===== src/rtl/hazard_controller.sv =====
// hazard_controller
// Pipeline hazard sequencer for the 5-stage ARM core. It sits beside decode
// and resolves load-use bubbles, taken-branch flushes and external memory-wait
// freezes into PC / IF/ID enables, an IF/ID flush and the bubble-insert select
// of the control-unit mux. Multi-cycle bubbles and flushes are timed by one
// shared down-counter. Two saturating counters give stall and flush statistics.
//
// state      | meaning
// -----------+------------------------------------------------------------
// ST_RUN     | normal issue; load-use and taken-branch detection active
// ST_LU_STALL| extra load-use bubble cycles beyond the first
// ST_FLUSH   | extra IF/ID flush cycles beyond the first
// ST_ILLEGAL | unused encoding; behaves like RUN and recovers on next edge
//
// Priority in every state: ext_stall > state-held action > load_use > branch.

module hazard_controller #(
    parameter int REG_ADDR_W        = 4,
    parameter int LOAD_STALL_CYCLES = 1,
    parameter int FLUSH_CYCLES      = 1,
    parameter int CNT_W             = 16
) (
    input  logic                  clk,
    input  logic                  reset,
    input  logic [REG_ADDR_W-1:0] id_rn,
    input  logic [REG_ADDR_W-1:0] id_rm,
    input  logic                  id_uses_rn,
    input  logic                  id_uses_rm,
    input  logic [REG_ADDR_W-1:0] ex_rd,
    input  logic                  ex_mem_to_reg,
    input  logic                  ex_reg_write,
    input  logic                  branch_taken,
    input  logic                  ext_stall,
    output logic                  pc_load_enable,
    output logic                  if_id_load_enable,
    output logic                  if_id_flush,
    output logic                  cu_nop_select,
    output logic [1:0]            state_out,
    output logic [CNT_W-1:0]      stall_count,
    output logic [CNT_W-1:0]      flush_count
);

    // The first bubble / flush cycle is issued from RUN, so the down-counter
    // only has to cover the remaining (N-1) cycles, i.e. reload with N-2.
    localparam int DC_MAX = (LOAD_STALL_CYCLES > FLUSH_CYCLES) ? LOAD_STALL_CYCLES
                                                               : FLUSH_CYCLES;
    localparam int DC_W   = (DC_MAX > 2) ? $clog2(DC_MAX - 1) : 1;

    localparam logic [DC_W-1:0] LU_RELOAD =
        DC_W'((LOAD_STALL_CYCLES > 1) ? (LOAD_STALL_CYCLES - 2) : 0);
    localparam logic [DC_W-1:0] FLUSH_RELOAD =
        DC_W'((FLUSH_CYCLES > 1) ? (FLUSH_CYCLES - 2) : 0);
    localparam logic [DC_W-1:0] DC_ONE = DC_W'(1);

    localparam logic [CNT_W-1:0] CNT_MAX = {CNT_W{1'b1}};
    localparam logic [CNT_W-1:0] CNT_ONE = CNT_W'(1);

    typedef enum logic [1:0] {
        ST_RUN      = 2'b00,
        ST_LU_STALL = 2'b01,
        ST_FLUSH    = 2'b10,
        ST_ILLEGAL  = 2'b11
    } state_t;

    state_t          state;
    logic [DC_W-1:0] dcnt;

    logic rn_hit;
    logic rm_hit;
    logic load_use;

    // A load in EX whose destination feeds an operand decode actually reads.
    always_comb begin
        rn_hit   = id_uses_rn && (id_rn == ex_rd);
        rm_hit   = id_uses_rm && (id_rm == ex_rd);
        load_use = ex_mem_to_reg && ex_reg_write && (rn_hit || rm_hit);
    end

    // Front-end controls from the registered state and this cycle's hazards.
    always_comb begin
        pc_load_enable    = 1'b1;
        if_id_load_enable = 1'b1;
        if_id_flush       = 1'b0;
        cu_nop_select     = 1'b0;
        if (reset) begin
            pc_load_enable    = 1'b0;
            if_id_load_enable = 1'b0;
            if_id_flush       = 1'b1;
            cu_nop_select     = 1'b1;
        end else if (ext_stall) begin
            pc_load_enable    = 1'b0;
            if_id_load_enable = 1'b0;
            cu_nop_select     = 1'b1;
        end else begin
            case (state)
                ST_LU_STALL: begin
                    pc_load_enable    = 1'b0;
                    if_id_load_enable = 1'b0;
                    cu_nop_select     = 1'b1;
                end
                ST_FLUSH: begin
                    if_id_load_enable = 1'b0;
                    if_id_flush       = 1'b1;
                end
                ST_RUN: begin
                    if (load_use) begin
                        pc_load_enable    = 1'b0;
                        if_id_load_enable = 1'b0;
                        cu_nop_select     = 1'b1;
                    end else if (branch_taken) begin
                        if_id_load_enable = 1'b0;
                        if_id_flush       = 1'b1;
                    end
                end
                default: begin
                    // Unused encoding: plain RUN outputs while it recovers.
                end
            endcase
        end
    end

    // State observed outside reads RUN while reset is held.
    always_comb begin
        state_out = reset ? 2'b00 : state;
    end

    // Sequencer state and shared down-counter; frozen while memory waits.
    always_ff @(posedge clk) begin
        if (reset) begin
            state <= ST_RUN;
            dcnt  <= '0;
        end else if (state == ST_ILLEGAL) begin
            state <= ST_RUN;
            dcnt  <= '0;
        end else if (!ext_stall) begin
            case (state)
                ST_RUN: begin
                    if (load_use) begin
                        if (LOAD_STALL_CYCLES > 1) begin
                            state <= ST_LU_STALL;
                            dcnt  <= LU_RELOAD;
                        end
                    end else if (branch_taken) begin
                        if (FLUSH_CYCLES > 1) begin
                            state <= ST_FLUSH;
                            dcnt  <= FLUSH_RELOAD;
                        end
                    end
                end
                ST_LU_STALL, ST_FLUSH: begin
                    if (dcnt == '0) begin
                        state <= ST_RUN;
                    end else begin
                        dcnt <= dcnt - DC_ONE;
                    end
                end
                default: begin
                    state <= ST_RUN;
                    dcnt  <= '0;
                end
            endcase
        end
    end

    // Saturating statistics: every frozen-PC cycle, and each branch that
    // starts a flush (cycles held inside FLUSH are not new events).
    always_ff @(posedge clk) begin
        if (reset) begin
            stall_count <= '0;
            flush_count <= '0;
        end else begin
            if (!pc_load_enable && (stall_count != CNT_MAX)) begin
                stall_count <= stall_count + CNT_ONE;
            end
            if (!ext_stall && (state == ST_RUN) && !load_use && branch_taken &&
                (flush_count != CNT_MAX)) begin
                flush_count <= flush_count + CNT_ONE;
            end
        end
    end

endmodule

===== config.mk =====
export PLATFORM = sky130hd
export DESIGN_NAME = hazard_controller
export DESIGN_NICKNAME = d
export VERILOG_FILES = /design/src/rtl/hazard_controller.sv
export SDC_FILE = /design/constraint.sdc
export NUM_CORES = 1
export LEC_CHECK = 0
export ABC_AREA = 1
export BUFFER_PORTS_ARGS = -buffer_cell sky130_fd_sc_hd__buf_2
export CAP_MARGIN = 0
export CORE_ASPECT_RATIO = 0.75
export CORE_MARGIN = 3
export CORE_UTILIZATION = 51
export DETAILED_ROUTE_END_ITERATION = 12
export GPL_ROUTABILITY_DRIVEN = 1
export PLACE_DENSITY = 0.84
export SYNTH_ARGS = -nofsm -noshare
export SYNTH_HDL_FRONTEND = slang
export SYNTH_SLANG_ARGS = --single-unit

===== constraint.sdc =====
create_clock -name clk -period 4.6 [get_ports clk]
set_input_delay 0.92 -clock clk [delete_from_list [all_inputs] [get_ports clk]]
set_output_delay 0.92 -clock clk [all_outputs]
set_load 0.05 [all_outputs]

==> key figures, run 1 <==
Outcome
  • Status: finished, final reports clean

Routing
  • WL/cell: 11.0 um
  • # DRC: 0
  • Routed Antenna Nets: 0
  • Final wirelength: 5200 um
  • Vias after detailed routing: about 2400
  • Vias per std cell: 5.02
  • DR iter-0 viols: 190
  • First drt pass iteration count: 4

CTS
  • Clk Latency, worst-skew pair: between 200 and 300 ps
  • Clock Tree Root: clkbuf_8
  • Post_cts resized: 0
  • Hold buffers post-CTS: 0
  • CTS Buf Count: 5
  • Post-CTS Setup Bufs: 0
  • H-tree Lvls: 2
  • Clock Path Buffers: 2
  • Clock Sinks: 32
  • CTS tree: done
  • Reg clk slew, reported paths: ~70 ps

Synth
  • Synth area leaders: dfxtp_1, nand2_1, nor2_1
  • Most common cell in the netlist: nand2_1
  • Post-synth top cells: nand2_1, nor2_1, inv_1, dfxtp_1, nand3_1
  • Asr flop ratio synth: 0%
  • Area leader, netlist: dfxtp_1
  • Ys Warns: 0
  • #FFs+latches synth: 32
  • Register area share after synthesis: around 29%
  • Mapped Avg Cell Area: about 6.0 um^2
  • Main synth FF type: dfxtp_1
  • Share of Yosys cell area claimed by the top area cell type: between 20 and 30%
  • Mapped Cells: between 300 and 400
  • Cell variety after synth: 28
  • Post-synth EDFFs: 0
  • Mapped cell area: ~2200 um^2

GRT
  • Vias in the first global route: ~2100
  • Initial antenna violation count: 0
  • Tot GR Track Use: between 20% and 30%
  • Grt total ovfl: 0
  • First-pass GRT wire length: around 8900 um
  • Largest net degree at the start of global routing: 23

Place
  • Placed cells: about 460
  • Routability Congestion: between 0.8 and 0.9
  • I/O Buffers: 55
  • DP HPWL: between 3000 and 4000 um
  • Dpl cell area: between 2000 and 2500 um^2

Worst setup path
  • Terminus of the critical flop-to-flop path: stall_count[11]$_SDFFE_PP0P_
  • Crit start category: input port
  • Crit Path Max Fanout: 13
  • CP required: roughly 3700 ps
  • CP Data Arrival Time: 2250 ps
  • Critical Path Sink Type: output pin
  • R2R depth: 12
  • CP Class: input port to output pin
  • Reg2reg setup slack: approximately 2700 ps
  • Reg-to-Reg Start: stall_count[0]$_SDFFE_PP0P_

Cells and area
  • Nets: 440
  • Final instance area: 2570 um^2
  • Post-layout util: about two thirds
  • Post-Layout Cell Count: approximately 470
  • Antenna Cells: 0
  • Area growth syn-to-layout: 18.3%
  • Share of layout cells above drive strength 1: between 10% and 20%

Timing
  • Worst-margin pin slew: roughly 620 ps
  • Setup tns final: 0 ps
  • Slew Viols, Final: 0
  • Period minus WS final: 3170 ps
  • RSZ-0062 raised after global routing: false
  • Final Hold Viols: 0
  • Clock Skew: between 6 and 7 ps
  • Final setup violation count: 0
  • Max Fclk: 315 MHz
  • Tcrit/Tclk final: around 69%
  • Rel. slew slack: about 58%

Power
  • Final Total Pwr: between 600 and 700 uW
  • Design internal power: 497 uW
  • Peak supply drop: approximately 0.22 mV
  • Net load switching power: 174 uW
  • Clk pwr share: 44.1%
  • P_leak: approximately 0.0014 uW
  • Sequential share of power: between 40 and 50%
  • Switch share: between 20 and 30%
  • Combinational share of power: between 10% and 20%
  • Power Dens Cells: around 260 nW/um^2

Floorplan
  • DIE AREA: between 5000 and 6000 um^2
  • Core Area: just under 4000 um^2
  • Die W: 81.4 um
  • Initial Utilization: 56.1%
  • Die height: 62.5 um
  • # rows: 19
  • Io pins: just under 60

Worst hold path
  • Min-Delay Startpoint: stall_count[7]$_SDFFE_PP0P_
  • Hold WC Path Type: flip-flop to flip-flop
  • Hold Path Sink: stall_count[7]$_SDFFE_PP0P_
  • Worst hold stages: 2

Run
  • Max cap viols: 0
registers in the layout, indices dropped and copies added, names as in the netlist:
signal and cells:
flush_count 16, stall_count 16
cells in the final DEF, fill, tap and decap left out, drive strengths merged:
master	Yosys	final
nand2	95	95
nor2	80	80
inv	66	66
buf	10	56
dfxtp	32	32
nand3	26	26
nand4	23	23
o21ai	11	11
a21oi	7	7
clkbuf	1	7
a31oi	4	4
nand3b	2	2
o21bai	2	2
nor3	2	2
ha	2	2
conb	1	2
xnor2	1	1
bufinv	0	1
worst max-delay path, cell delays in order:
cell and delay (ps):
buf_2 110, inv_1 60, nand2_1 50, o21ai_1 60, inv_1 50, nand3_1 80, nand2_2 70, nand2_4 160
nand3_1 210, nand2_1 180, buf_2 280
area by class of cell:
type,instances,area (um^2)
multi-input cells,257,1210
repair buffers,56,283
well taps,52,65.1
clock buffers,7,96.3
flip-flops and latches,32,641
fillers,343,1310
clock inverters,1,30.0
inverters,66,248
worst max path at each step:
stage | to | cells after the start | from
2_1_floorplan | if_id_load_enable | 10 | ex_rd[1]
3_3_place_gp | if_id_flush | 11 | ex_rd[1]
3_5_place_dp | if_id_flush | 11 | ex_rd[1]
4_1_cts | if_id_flush | 11 | ex_rd[1]
5_1_grt | if_id_flush | 11 | ex_rd[1]
6_report | if_id_flush | 11 | ex_rd[1]
power groups by stage:
stage	clock [uW]	sequential (uW)	combinational, uW
final	296	287	88.4
after detailed placement	0	293	87.3
after floorplan	0	306	53.3
after CTS	302	287	88.5
after global placement	0	293	85.7
after global routing	315	288	98.2
per-stage QoR:
step,setup slack (ps),hold WS (ps)
2_1_floorplan,1290,732
3_3_place_gp,1520,532
3_5_place_dp,1470,533
4_1_cts,1450,549
5_1_grt,1300,584
6_report,1430,551
logic make-up after synthesis:
family | count (synthesis) | synth area share, %
DFF | 32 | 29.5
and+or+nand+nor | 228 | 47.7
adders and majority gates | 2 | 1.15
xor gates and xnor gates | 1 | 0.403
other | 1 | 0.173
buffers and inverters | 77 | 15.1
AOI/OAI and AO/OA | 24 | 5.99
layer usage:
layer / vias up / global-route usage, % / part of all wire (%)
met1: 1022 / 28.5 / 48
met2: 97 / 33.8 / 43
met5: - / 0 / 0
met3: 7 / 5.04 / 8.3
li1: 1238 / - / -
met4: 0 / 8.23 / 1.1
No activity file was read; power rests on OpenSTA's default activity.
==> run 2: changes to the inputs <==
--- a/config.mk
+++ b/config.mk
@@ -5,15 +5,15 @@
 export SDC_FILE = /design/constraint.sdc
 export NUM_CORES = 1
 export LEC_CHECK = 0
-export ABC_AREA = 1
+export ABC_AREA = 0
 export BUFFER_PORTS_ARGS = -buffer_cell sky130_fd_sc_hd__buf_2
 export CAP_MARGIN = 0
 export CORE_ASPECT_RATIO = 0.75
 export CORE_MARGIN = 3
-export CORE_UTILIZATION = 51
+export CORE_UTILIZATION = 45
 export DETAILED_ROUTE_END_ITERATION = 12
 export GPL_ROUTABILITY_DRIVEN = 1
-export PLACE_DENSITY = 0.84
+export PLACE_DENSITY = 0.81
 export SYNTH_ARGS = -nofsm -noshare
 export SYNTH_HDL_FRONTEND = slang
 export SYNTH_SLANG_ARGS = --single-unit
==> constraint.sdc (replaced) <==
create_clock -name clk -period 2.6 [get_ports clk]
set_input_delay 0.52 -clock clk [delete_from_list [all_inputs] [get_ports clk]]
set_output_delay 0.52 -clock clk [all_outputs]
set_load 0.05 [all_outputs]
==> key figures, run 2 <==
Outcome
  • Status: finished, final reports clean

GRT
  • Largest net degree at the start of global routing: 41 (+78%)
  • Initial antenna violation count: 0 (unchanged)
  • Tot GR Track Use: 19.4% (-2.2 points)
  • First-pass GRT wire length: 7230 um (-19%)
  • Grt total ovfl: 0 (unchanged)
  • Vias in the first global route: 1549 (-26%)

Synth
  • Cell variety after synth: 43 (+54%)
  • Mapped Cells: 216 (-41%)
  • Ys Warns: 0 (unchanged)
  • Synth area leaders: dfxtp_1, nor2_1, xnor2_1
  • Post-synth EDFFs: 0 (unchanged)
  • Post-synth top cells: dfxtp_1, nor2_1, nand4_1, a21oi_1, nand2_1
  • Area leader, netlist: dfxtp_1
  • Mapped Avg Cell Area: 8.21 um^2 (+38%)
  • Asr flop ratio synth: 0% (unchanged)
  • Most common cell in the netlist: dfxtp_1
  • #FFs+latches synth: 32 (unchanged)
  • Mapped cell area: 1770 um^2 (-18%)
  • Register area share after synthesis: 36.1% (+6.6 points)
  • Main synth FF type: dfxtp_1
  • Share of Yosys cell area claimed by the top area cell type: 36.1% (+6.6 points)

Cells and area
  • Antenna Cells: 0 (unchanged)
  • Post-Layout Cell Count: 328 (-30%)
  • Share of layout cells above drive strength 1: 31.5% (+12 points)
  • Nets: 297 (-33%)
  • Final instance area: 2260 um^2 (-12%)
  • Fill cells: 356 (+3.8%)
  • Biggest regs: flush_count x16, stall_count x16
  • Most common cell after layout, fill and taps aside: buf_2
  • Commonest non-fill, non-tap cells in the layout: buf_2, dfxtp_1, nor2_1
  • Area growth syn-to-layout: 27.6%

Power
  • Switch share: 24.8% (-1.1 points)
  • Design internal power: 878 uW (+77%)
  • Power Dens Cells: 516 nW/um^2 (+97%)
  • Peak supply drop: 0.380 mV (+75%)
  • Final Total Pwr: 1170 uW (+74%)
  • P_leak: 0.000928 uW (-32%)
  • Clk pwr share: 45.2% (+1.1 points)
  • Sequential share of power: 43.3% (+0.6 points)
  • Net load switching power: 289 uW (+66%)
  • Combinational share of power: 11.5% (-1.7 points)

Floorplan
  • Io pins: 58 (unchanged)
  • Initial Utilization: 47.5% (-8.5 points)
  • Core Area: 3730 um^2 (-3.7%)
  • Die W: 78.5 um (-3.5%)
  • DIE AREA: 4740 um^2 (-6.8%)
  • # rows: 19 (unchanged)
  • Die height: 60.4 um (-3.4%)

Routing
  • Vias per std cell: 5.46 (+8.7%)
  • DR iter-0 viols: 143 (-25%)
  • # DRC: 0 (unchanged)
  • WL/cell: 13.7 um (+24%)
  • First drt pass iteration count: 4 (unchanged)
  • Routed Antenna Nets: 0 (unchanged)
  • Final wirelength: 4490 um (-14%)
  • Vias after detailed routing: 1790 (-24%)

Timing
  • Slew Viols, Final: 0 (unchanged)
  • RSZ-0062 raised after global routing: false
  • Final setup violation count: 0 (unchanged)
  • Setup tns final: 0 ps (unchanged)
  • Tcrit/Tclk final: ~94%
  • Max Fclk: about 400 MHz
  • Clock Skew: 7.17 ps (+0.693 ps)
  • Final Hold Viols: 0 (unchanged)
  • Period minus WS final: 2450 ps

Worst setup path
  • R2R depth: 7 (-5)
  • CP Class: input port to output pin
  • Crit Path Max Fanout: 5 (-8)
  • Reg2reg setup slack: 470 ps (-2270 ps)
  • Reg-to-Reg Start: flush_count[0]$_SDFFE_PP0P_
  • Setup crit start: ex_rd[0]
  • CP required: 2080 ps (-1600 ps)
  • Crit start category: input port
  • Critical Path Sink Type: output pin
  • CP Data Arrival Time: 1930 ps (-320 ps)
  • Crit path to: if_id_flush
  • Terminus of the critical flop-to-flop path: flush_count[8]$_SDFFE_PP0P_

CTS
  • H-tree Lvls: 2 (unchanged)
  • Post_cts resized: 0 (unchanged)
  • CTS Buf Count: 5 (unchanged)
  • Clock Path Buffers: 2 (unchanged)
  • Hold buffers post-CTS: 0 (unchanged)
  • CTS tree: done
  • Clk Latency, worst-skew pair: 290 ps (about the same)
  • Clock Tree Root: clkbuf_8
  • Post-CTS Setup Bufs: 0 (unchanged)
  • Reg clk slew, reported paths: 70 ps (about the same)
  • Clock Sinks: 32 (unchanged)

Worst hold path
  • Hold WC Path Type: flip-flop to flip-flop

Run
  • Max cap viols: 0 (unchanged)

Place
  • DP HPWL: 3240 um (-15%)
  • Routability Congestion: 0.877 (+1.8%)
  • Placed cells: 320 (-31%)
  • I/O Buffers: 55 (unchanged)
  • Dpl cell area: 2140 um^2 (-13%)
==> run 2: cell types whose count changed in the layout (fill, tap and decap cells not counted), moves of 7 or more <==
cell	previous run	this run
a21oi_1	7	14
inv_1	65	3
nand2_1	89	12
nand3_1	24	12
nand4_1	23	16
nor2_1	73	27
xnor2_1	1	12
xor2_1	0	7
==> run 2: worst max-delay path, stage by stage <==
cell,delay [ps]
buf_2,120
xor2_1,160
or4_4,570
and2_4,180
a21o_1,180
buf_2,200
==> run 2: through the flow <==
stage | hold slack, ps | setup WS (ps) | util (%)
2_1_floorplan | 685 | 1.27 | -
3_3_place_gp | 461 | 178 | 57.3
6_report | 476 | 146 | 60.6
3_5_place_dp | 472 | 158 | 57.3
5_1_grt | 521 | 95.9 | 60.6
4_1_cts | 481 | 150 | 60.6
==> run 2: area by class of cell <==
class	instances	area [um^2]	share of cell area, %
clock inverters	1	30.0	1.33
multi-input cells	171	1090	48.3
well taps	52	65.1	2.87
clock buffers	7	96.3	4.26
inverters	4	18.8	0.829
repair buffers	61	320	14.2
flip-flops and latches	32	641	28.3
==> run 2: routing by layer <==
layer | vias up | track usage (%) | wire length [um]
met3 | 8 | 5.49 | 335
met4 | 0 | 7.48 | 67
met1 | 828 | 25.6 | 2170
met2 | 64 | 30.8 | 1920
met5 | - | 0 | 0
li1 | 890 | - | -
==> run 2: how the worst min path moves through the flow <==
| stage | start | endpoint | slack, ps | depth (start not counted) |
|---|---|---|---|---|
| floorplan | flush_count[15]$_SDFFE_PP0P_ | flush_count[15]$_SDFFE_PP0P_ | 680 | 2 |
| global placement | flush_count[15]$_SDFFE_PP0P_ | flush_count[15]$_SDFFE_PP0P_ | 460 | 2 |
| detailed placement | flush_count[15]$_SDFFE_PP0P_ | flush_count[15]$_SDFFE_PP0P_ | 470 | 2 |
| CTS | flush_count[15]$_SDFFE_PP0P_ | flush_count[15]$_SDFFE_PP0P_ | 480 | 2 |
| global route | flush_count[15]$_SDFFE_PP0P_ | flush_count[15]$_SDFFE_PP0P_ | 520 | 2 |
| finish | flush_count[15]$_SDFFE_PP0P_ | flush_count[15]$_SDFFE_PP0P_ | 480 | 2 |
==> run 2: logic make-up (layout without fill, tap and decap cells) <==
group,count (synthesis),after routing,synth area share (%)
and+or+nand+nor,106,106,31.5
AOI/OAI and AO/OA,33,33,12.1
DFF,32,32,36.1
xor gates and xnor gates,19,19,9.38
buffers and inverters,14,73,3.88
muxes,9,9,5.50
adders and majority gates,2,2,1.41
other,1,2,0.211
==> run 2: power groups by stage <==
stage / Combinational [uW] / Sequential (uW) / Clock, uW
after floorplan: 74.9 / 534 / 0
after global placement: 131 / 516 / 0
after detailed placement: 135 / 516 / 0
after CTS: 135 / 505 / 540
after global routing: 145 / 506 / 557
final: 134 / 505 / 528
==> run 3: changes to the inputs <==
--- a/config.mk
+++ b/config.mk
@@ -10,10 +10,10 @@
 export CAP_MARGIN = 0
 export CORE_ASPECT_RATIO = 0.75
 export CORE_MARGIN = 3
-export CORE_UTILIZATION = 45
+export CORE_UTILIZATION = 40
 export DETAILED_ROUTE_END_ITERATION = 12
 export GPL_ROUTABILITY_DRIVEN = 1
-export PLACE_DENSITY = 0.81
+export PLACE_DENSITY = 0.74
 export SYNTH_ARGS = -nofsm -noshare
 export SYNTH_HDL_FRONTEND = slang
 export SYNTH_SLANG_ARGS = --single-unit
==> key figures, run 3 (synthesis results as in run 2) <==
Floorplan
  • Die W: 82.9 um (+5.6%)
  • Io pins: 58 (unchanged)
  • Die height: 63.7 um (+5.5%)
  • Initial Utilization: 42.7% (-4.8 points)
  • Core Area: 4150 um^2 (+11%)
  • DIE AREA: 5280 um^2 (+11%)
  • # rows: 20 (+1)

CTS
  • Reg clk slew, reported paths: 70 ps (about the same)
  • Clock Tree Root: clkbuf_8
  • Clk Latency, worst-skew pair: 290 ps (about the same)
  • CTS Buf Count: 5 (unchanged)
  • Post_cts resized: 0 (unchanged)
  • Clock Path Buffers: 2 (unchanged)
  • Hold buffers post-CTS: 0 (unchanged)
  • CTS tree: done
  • Clock Sinks: 32 (unchanged)
  • H-tree Lvls: 2 (unchanged)
  • Post-CTS Setup Bufs: 0 (unchanged)

Cells and area
  • Share of layout cells above drive strength 1: 31.8% (+0.25 points)
  • Nets: 298 (+0.34%)
  • Biggest regs: flush_count x16, stall_count x16
  • Post-Layout Cell Count: 332 (+1.2%)
  • Antenna Cells: 0 (unchanged)
  • Post-layout util: 54.8% (-5.9 points)
  • Most common cell after layout, fill and taps aside: buf_2
  • Commonest non-fill, non-tap cells in the layout: buf_2, dfxtp_1, nor2_1
  • Area growth syn-to-layout: 28.2%

Place
  • I/O Buffers: 55 (unchanged)
  • DP HPWL: 3200 um (-1.2%)
  • Routability Congestion: 0.875 (-0.23%)
  • Placed cells: 324 (+1.3%)

Worst setup path
  • R2R depth: 7 (unchanged)
  • Critical Path Sink Type: output pin
  • Crit start category: input port
  • CP Data Arrival Time: 1910 ps (-20 ps)
  • CP Class: input port to output pin
  • CP required: 2080 ps (about the same)
  • Crit Path Max Fanout: 5 (unchanged)

GRT
  • Grt total ovfl: 0 (unchanged)
  • Vias in the first global route: 1562 (+0.84%)
  • Largest net degree at the start of global routing: 40 (-2.4%)
  • First-pass GRT wire length: 7250 um (+0.28%)
  • Tot GR Track Use: 16.8% (-2.6 points)
  • Initial antenna violation count: 0 (unchanged)

Timing
  • Worst hold slack: 480 ps (+3.32 ps)
  • Max Fclk: 411 MHz (+0.88%)
  • Final setup violation count: 0 (unchanged)
  • Period minus WS final: 2430 ps (-21.4 ps)
  • Tcrit/Tclk final: 93.5% (-0.82 points)
  • Setup tns final: 0 ps (unchanged)
  • Slew Viols, Final: 0 (unchanged)
  • Clock Skew: 5.54 ps (-1.62 ps)
  • RSZ-0062 raised after global routing: false
  • Final Hold Viols: 0 (unchanged)

Routing
  • First drt pass iteration count: 4 (unchanged)
  • Vias after detailed routing: 1747 (-2.4%)
  • Final wirelength: 4290 um (-4.5%)
  • Vias per std cell: 5.26 (-3.6%)
  • DR iter-0 viols: 142 (-0.70%)
  • Routed Antenna Nets: 0 (unchanged)
  • # DRC: 0 (unchanged)
  • WL/cell: 12.9 um (-5.6%)

Run
  • Max cap viols: 0 (unchanged)

Worst hold path
  • Worst hold stages: 2 (unchanged)
  • Hold WC Path Type: flip-flop to flip-flop

Power
  • P_leak: 0.000933 uW (+0.52%)
  • Peak supply drop: 0.256 mV (-32%)
  • Power Dens Cells: 512 nW/um^2 (-0.74%)

Outcome
  • Status: finished, final reports clean
-- run 3: worst paths after layout --
path	start	to	slack [ps]
max reg2reg	flush_count[0]$_SDFFE_PP0P_	flush_count[8]$_SDFFE_PP0P_	500
min	flush_count[15]$_SDFFE_PP0P_	flush_count[15]$_SDFFE_PP0P_	480
max	ex_rd[1]	if_id_flush	170
min reg2reg	flush_count[15]$_SDFFE_PP0P_	flush_count[15]$_SDFFE_PP0P_	480
-- run 3: final cells by class --
| cell class | instances | area, um^2 |
|---|---|---|
| inverters | 4 | 18.8 |
| fillers | 409 | 1880 |
| well taps | 55 | 68.8 |
| repair buffers | 62 | 328 |
| clock inverters | 1 | 30.0 |
| clock buffers | 7 | 96.3 |
| multi-input cells | 171 | 1090 |
| flip-flops and latches | 32 | 641 |
-- run 3: per-layer routing --
layer	share of wire (%)	up-vias	track usage, %
met4	0.79	0	6.53
met3	8.0	4	6.80
met5	0	-	0
met2	39	67	23.0
li1	-	890	-
met1	52	786	23.3
-- run 3: worst max-delay path, cell delays in order --
cell and delay [ps]:
buf_2 110, xnor2_1 140, nand4_1 120, or4_4 460, and2_4 180, a21o_1 170, buf_2 200
-- run 3: report_power, final --
part / internal (uW) / leakage, uW / total (uW) / switching [uW]
Combinational: 45.3 / 0.000611 / 135 / 89.5
Sequential: 496 / 0.000258 / 505 / 9.09
Clock: 338 / 0.0000645 / 525 / 187
Total: 879 / 0.000933 / 1160 / 285
-- run 3: metrics by stage --
| stage | worst slack (ps) | cell area (um^2) | total power [uW] |
|---|---|---|---|
| 6_report | 168 | 2270 | 1160 |
| 5_1_grt | 113 | 2270 | 1220 |
| 4_1_cts | 159 | 2270 | 1190 |
| 3_5_place_dp | 165 | 2150 | 651 |
| 3_3_place_gp | 187 | 2150 | 648 |
| 2_1_floorplan | 1.27 | 1810 | 609 |
